## config.mk

```make
export PLATFORM = sky130hd
export DESIGN_NAME = digital_sine_top
export DESIGN_NICKNAME = d
export VERILOG_FILES = /design/src/rtl/digital_sine_top.sv
export SDC_FILE = /design/constraint.sdc
export NUM_CORES = 1
export LEC_CHECK = 0
export ABC_AREA = 1
export CORE_ASPECT_RATIO = 0.6
export CORE_MARGIN = 8
export CORE_UTILIZATION = 30
export CTS_CLUSTER_SIZE = 12
export DETAILED_ROUTE_END_ITERATION = 12
export PLACE_DENSITY_LB_ADDON = 0.08
export SETUP_SLACK_MARGIN = 0.4
export SLEW_MARGIN = 20
export SYNTH_ARGS = -nofsm -noshare
export SYNTH_HDL_FRONTEND = slang
export SYNTH_SLANG_ARGS = --single-unit
```

## constraint.sdc

```tcl
create_clock -name clk_in -period 4.1 [get_ports clk_in]
set_input_delay 0.82 -clock clk_in [delete_from_list [all_inputs] [get_ports clk_in]]
set_output_delay 0.82 -clock clk_in [all_outputs]
set_load 0.03 [all_outputs]
```

## src/rtl/digital_sine_top.sv

```systemverilog
// digital_sine_top: table-driven sine generator with two selectable rates.
// A divider paces a phase counter that walks a 256-entry, 12-bit sine ROM.
// The registered output is unsigned offset binary, centred on 2048.
// Optional feature macro: SINE_SW_SYNC_EN adds a 2-flop synchronizer on sw0.
module digital_sine_top #(
  parameter int unsigned cntampl_value_p = 8'hFF,
  parameter int          depth_p         = 8,
  parameter int          width_p         = 12
) (
  input  logic               clk_in,
  input  logic               rst_n,
  input  logic               sw0,
  input  logic [7:0]         div_factor_freqhigh,
  input  logic [7:0]         div_factor_freqlow,
  output logic [width_p-1:0] sine_out
);

  logic                sw0_eff;
  logic [7:0]          thr;
  logic [7:0]          div_cnt_reg;
  logic                tick;
  logic [depth_p-1:0]  phase_reg;
  logic [7:0]          lut_addr;
  logic [6:0]          quarter_addr;
  logic [10:0]         quarter_val;
  logic [11:0]         lut_val;
  logic [width_p-1:0]  sine_out_reg;

`ifdef SINE_SW_SYNC_EN
  logic sw0_meta_reg;
  logic sw0_sync_reg;

  // Two-flop synchronizer: the board switch is asynchronous to clk_in.
  always_ff @(posedge clk_in or negedge rst_n) begin
    if (!rst_n) begin
      sw0_meta_reg <= 1'b0;
      sw0_sync_reg <= 1'b0;
    end else begin
      sw0_meta_reg <= sw0;
      sw0_sync_reg <= sw0_meta_reg;
    end
  end

  assign sw0_eff = sw0_sync_reg;
`else
  assign sw0_eff = sw0;
`endif

  // '>=' rather than '==' so a threshold lowered below the running count
  // still produces a tick on the very next compare.
  assign thr  = sw0_eff ? div_factor_freqhigh : div_factor_freqlow;
  assign tick = (div_cnt_reg >= thr);

  // Divider: count up to the selected threshold, then clear and tick.
  always_ff @(posedge clk_in or negedge rst_n) begin
    if (!rst_n) begin
      div_cnt_reg <= 8'd0;
    end else if (tick) begin
      div_cnt_reg <= 8'd0;
    end else begin
      div_cnt_reg <= div_cnt_reg + 8'd1;
    end
  end

  // Phase counter: advance one sample per tick, wrapping at the table end.
  always_ff @(posedge clk_in or negedge rst_n) begin
    if (!rst_n) begin
      phase_reg <= '0;
    end else if (tick) begin
      if (phase_reg == depth_p'(cntampl_value_p)) begin
        phase_reg <= '0;
      end else begin
        phase_reg <= phase_reg + depth_p'(1);
      end
    end
  end

  // The ROM always spans one full period in 256 steps; map phase onto it.
  generate
    if (depth_p >= 8) begin : g_addr_trunc
      assign lut_addr = phase_reg[depth_p-1 -: 8];
    end else begin : g_addr_pad
      assign lut_addr = {phase_reg, {(8-depth_p){1'b0}}};
    end
  endgenerate

  // Quarter-wave symmetry: the rising quarter is stored, the second quarter
  // reads it mirrored, and the lower half subtracts it from mid-scale.
  assign quarter_addr = lut_addr[6] ? (7'd64 - {1'b0, lut_addr[5:0]})
                                    : {1'b0, lut_addr[5:0]};

  // Quarter ROM: round(2047 * sin(pi*k/128)) for k = 0..64.
  always_comb begin
    quarter_val = 11'd0;
    case (quarter_addr)
      7'd0:  quarter_val = 11'd0;    7'd1:  quarter_val = 11'd50;   7'd2:  quarter_val = 11'd100;  7'd3:  quarter_val = 11'd151;
      7'd4:  quarter_val = 11'd201;  7'd5:  quarter_val = 11'd251;  7'd6:  quarter_val = 11'd300;  7'd7:  quarter_val = 11'd350;
      7'd8:  quarter_val = 11'd399;  7'd9:  quarter_val = 11'd449;  7'd10: quarter_val = 11'd497;  7'd11: quarter_val = 11'd546;
      7'd12: quarter_val = 11'd594;  7'd13: quarter_val = 11'd642;  7'd14: quarter_val = 11'd690;  7'd15: quarter_val = 11'd737;
      7'd16: quarter_val = 11'd783;  7'd17: quarter_val = 11'd830;  7'd18: quarter_val = 11'd875;  7'd19: quarter_val = 11'd920;
      7'd20: quarter_val = 11'd965;  7'd21: quarter_val = 11'd1009; 7'd22: quarter_val = 11'd1052; 7'd23: quarter_val = 11'd1095;
      7'd24: quarter_val = 11'd1137; 7'd25: quarter_val = 11'd1179; 7'd26: quarter_val = 11'd1219; 7'd27: quarter_val = 11'd1259;
      7'd28: quarter_val = 11'd1299; 7'd29: quarter_val = 11'd1337; 7'd30: quarter_val = 11'd1375; 7'd31: quarter_val = 11'd1411;
      7'd32: quarter_val = 11'd1447; 7'd33: quarter_val = 11'd1483; 7'd34: quarter_val = 11'd1517; 7'd35: quarter_val = 11'd1550;
      7'd36: quarter_val = 11'd1582; 7'd37: quarter_val = 11'd1614; 7'd38: quarter_val = 11'd1644; 7'd39: quarter_val = 11'd1674;
      7'd40: quarter_val = 11'd1702; 7'd41: quarter_val = 11'd1729; 7'd42: quarter_val = 11'd1756; 7'd43: quarter_val = 11'd1781;
      7'd44: quarter_val = 11'd1805; 7'd45: quarter_val = 11'd1828; 7'd46: quarter_val = 11'd1850; 7'd47: quarter_val = 11'd1871;
      7'd48: quarter_val = 11'd1891; 7'd49: quarter_val = 11'd1910; 7'd50: quarter_val = 11'd1927; 7'd51: quarter_val = 11'd1944;
      7'd52: quarter_val = 11'd1959; 7'd53: quarter_val = 11'd1973; 7'd54: quarter_val = 11'd1986; 7'd55: quarter_val = 11'd1997;
      7'd56: quarter_val = 11'd2008; 7'd57: quarter_val = 11'd2017; 7'd58: quarter_val = 11'd2025; 7'd59: quarter_val = 11'd2032;
      7'd60: quarter_val = 11'd2037; 7'd61: quarter_val = 11'd2041; 7'd62: quarter_val = 11'd2045; 7'd63: quarter_val = 11'd2046;
      7'd64: quarter_val = 11'd2047;
      default: quarter_val = 11'd0;
    endcase
  end

  assign lut_val = lut_addr[7] ? (12'd2048 - {1'b0, quarter_val})
                               : (12'd2048 + {1'b0, quarter_val});

  // Output register: one clock behind the phase counter.
  always_ff @(posedge clk_in or negedge rst_n) begin
    if (!rst_n) begin
      sine_out_reg <= width_p'(12'd2048);
    end else begin
      sine_out_reg <= width_p'(lut_val);
    end
  end

  assign sine_out = sine_out_reg;

endmodule

```

==> metrics.yaml <==
worst_hold_path:
  holdPathStages: 1
  worst_hold_path_type: "register to register"
grt:
  grt_max_degree: 29
  grt_pass1_wl_mm: 13.88
  grtUsageTotal: 0.1290
  grt_antenna_before_repair: 0
  grt_pass1_vias: 2735
  overflow: 0
sta:
  rsz0062_at_grt: "false"
  report.final.hold_viol_count: 0
  setup_viol: 0
  fin_skew_ns: 0.005222
  timing.fmax_mhz: 307.2
  whs_ns: 0.4967
  setup-tns-final_ns: 0
  setup_ws_ns: 0.8451
  worst_pin_slew_ns: 0.6769
  period_share: 0.7939
  relSlewSlack: 0.5483
  drv_slew: 0
  post-route-min-period_ns: 3.255
place:
  place.gp.congestion: 0.9050
  port_buffers: 30
  pre_cts_slack_ns: 0.4533
  dp_hpwl_mm: 6.615
yosys:
  synth_edf_count: 0
  netlist-cell-type-count: 37
  synth_nets: 500
  async_flop_share: 1.000
  synth_area_um2: 2944
  ys_seq_area_frac: 0.2384
  synth_seq_cells: 28
  ys.flop_type: "dfrtp_1"
  synthCells: 458
  ys.warnings.count: 0
  syn_area_per_cell_um2: 6.428
detailed_routing:
  drc: 0
  routedWlPerCell_um: 13.52
  finalWirelength_mm: 8.330
  viasPerCell: 4.841
  antenna_left: 0
  drt_iter0_drc: 244
  vias: 2982
  drt_first_pass_iters: 5
die:
  num_rows: 28
  io_pins: 31
  die_w_um: 143.9
  core-area_um2: 9704
  start_util: 0.3034
  die_y_um: 92.74
  dieArea_um2: 13340
final_layout:
  layout.nets: 524
  largest_reg_flops: 12
  n_fill_cell: 1046
  layout-drive-gt1-share: 0.08108
  syn2layout_area_growth_pct: 16.87
  diodes: 0
clocking:
  cts_root_buffer: "clkbuf_16"
  cts_buffers: 3
  ctsLongestPathBuffers: 2
  clock_latency_ns: 0.26
  h-tree-depth: 1
  clk_pin_slew_ns: 0.07
  cts.sinks: 28
  cts_tree: "yes"
  postCtsHoldBufs: 0
setup_path:
  critPathSlowestCell: "dfrtp_2"
  cp-start-kind: "register"
  worstSetupEndpointType: "register"
  slowest_delay_ns: 0.43
  crit_family: "simple AND/OR/NAND/NOR gates"
  reg2reg_depth: 22
  regToRegSetupSlack_ns: 0.85
  cp_max_fo: 12
  crit_top_cell: "nand2_1"
  cp.depth: 22
  crit_chain: "inv_4 > ha_1 > inv_1 > nand2_1 > nand2_2 > inv_2 > ha_1 > inv_1 > nand3_1 > nand3_1 > nand3_1 > nand2_1 > nand2_1 > nand2_1 > nand2_1 > inv_1 > ha_1 > nand4_1 > nand2_2 > nand2_1 > xnor2_1 > inv_1"
  critPathBufInv: 6
  worstSetupPathType: "register to register"
  arrival_ns: 3.41
  crit_required_ns: 4.25
flow_run:
  maxCapViolCount: 0
run_status:
  status: "completed"
-- kinds of logic after synthesis --
kind of cell | synth area share
XOR/XNOR | 0.02678
buffers and inverters | 0.1067
multiplexers | 0.02762
AND/OR/NAND/NOR | 0.4560
AO/OA/AOI/OAI | 0.04675
flip-flops | 0.2384
adder cells (fa/ha/maj) | 0.09775
-- worst reg2reg max path, stage by stage (launching register included) --
cell     delay (ns)
dfrtp_2        0.43
inv_4          0.13
ha_1           0.26
inv_1          0.06
nand2_1        0.05
nand2_2        0.20
inv_2          0.12
ha_1           0.30
inv_1          0.11
nand3_1        0.19
nand3_1        0.15
nand3_1        0.08
nand2_1        0.08
nand2_1        0.06
nand2_1        0.09
nand2_1        0.08
inv_1          0.08
ha_1           0.16
nand4_1        0.11
nand2_2        0.14
nand2_1        0.08
xnor2_1        0.13
inv_1          0.05
-- layout make-up --
| type | instances | area, um2 | area share |
|---|---|---|---|
| timing repair buffer | 36 | 345.3 | 0.1004 |
| sequential | 28 | 703.2 | 0.2044 |
| tap | 135 | 168.9 | 0.04909 |
| inverter | 53 | 203.9 | 0.05927 |
| clock buffer | 4 | 88.84 | 0.02582 |
| multi-input combinational | 360 | 1931 | 0.5611 |
-- cell usage after synthesis, drive strengths merged (3+ instances only) --
| cell | instances | area, um2 |
|---|---|---|
| nand2 | 179 | 704.4 |
| nand3 | 71 | 387.9 |
| inv | 52 | 197.7 |
| dfrtp | 27 | 675.7 |
| ha | 23 | 287.8 |
| nor2 | 19 | 73.82 |
| o21ai | 14 | 70.06 |
| buf | 13 | 97.59 |
| nand4 | 12 | 81.33 |
| a21oi | 9 | 45.04 |
| xor2 | 8 | 70.07 |
| mux2i | 7 | 70.07 |
| nor3 | 5 | 25.02 |
| clkbuf | 4 | 15.01 |
| nor3b | 3 | 22.52 |
-- timing repair --
action                     4_1_cts  5_1_grt
gates resized for setup          0        4
setup endpoints to repair        0       10
buffers inserted                 0        1
-- layout by cell type, fill, tap and decap left out, types with 3 or more instances in the layout --
cell type	Yosys	final
a21oi_1	9	9
buf_4	3	6
clkbuf_16	0	3
clkdlybuf4s50_1	0	30
dfrtp_1	27	26
ha_1	23	23
inv_1	45	44
inv_2	6	6
mux2i_1	7	7
nand2_1	170	169
nand2_2	7	8
nand3_1	66	66
nand3_2	4	4
nand4_1	11	11
nor2_1	18	18
nor3_1	5	5
nor3b_1	3	3
o21ai_0	11	11
o21ai_1	3	3
xor2_1	8	8
-- through the flow --
step,instances,utilization,cell area (um2)
after global routing,616,0.3546,3441
final,616,0.3546,3441
after CTS,615,0.3531,3427
after global placement,611,0.3440,3338
after floorplan,458,-,2944
after detailed placement,611,0.3440,3338
-- routing by layer --
layer	global-route usage	wire length, um	vias to the layer above
met5	0	0	-
met4	0.01131	22	0
met3	0.04366	737	6
met2	0.1781	3237	86
met1	0.1928	4332	1372
li1	-	-	1518
-- path summary, 6_finish.rpt --
kind	from	end
setup / recovery	lut_addr[0]	sine_out[6]
hold / removal	div_cnt_reg[0]	div_cnt_reg[0]
setup reg to reg	lut_addr[0]	sine_out[6]
hold reg to reg	div_cnt_reg[0]	div_cnt_reg[0]
max in group asynchronous	rst_n	sine_out[11]
min in group asynchronous	rst_n	lut_addr[3]
Power is left out: the tool's default activity adds up to more than one toggle a clock period on the data nets, which glitch-free logic cannot reach.
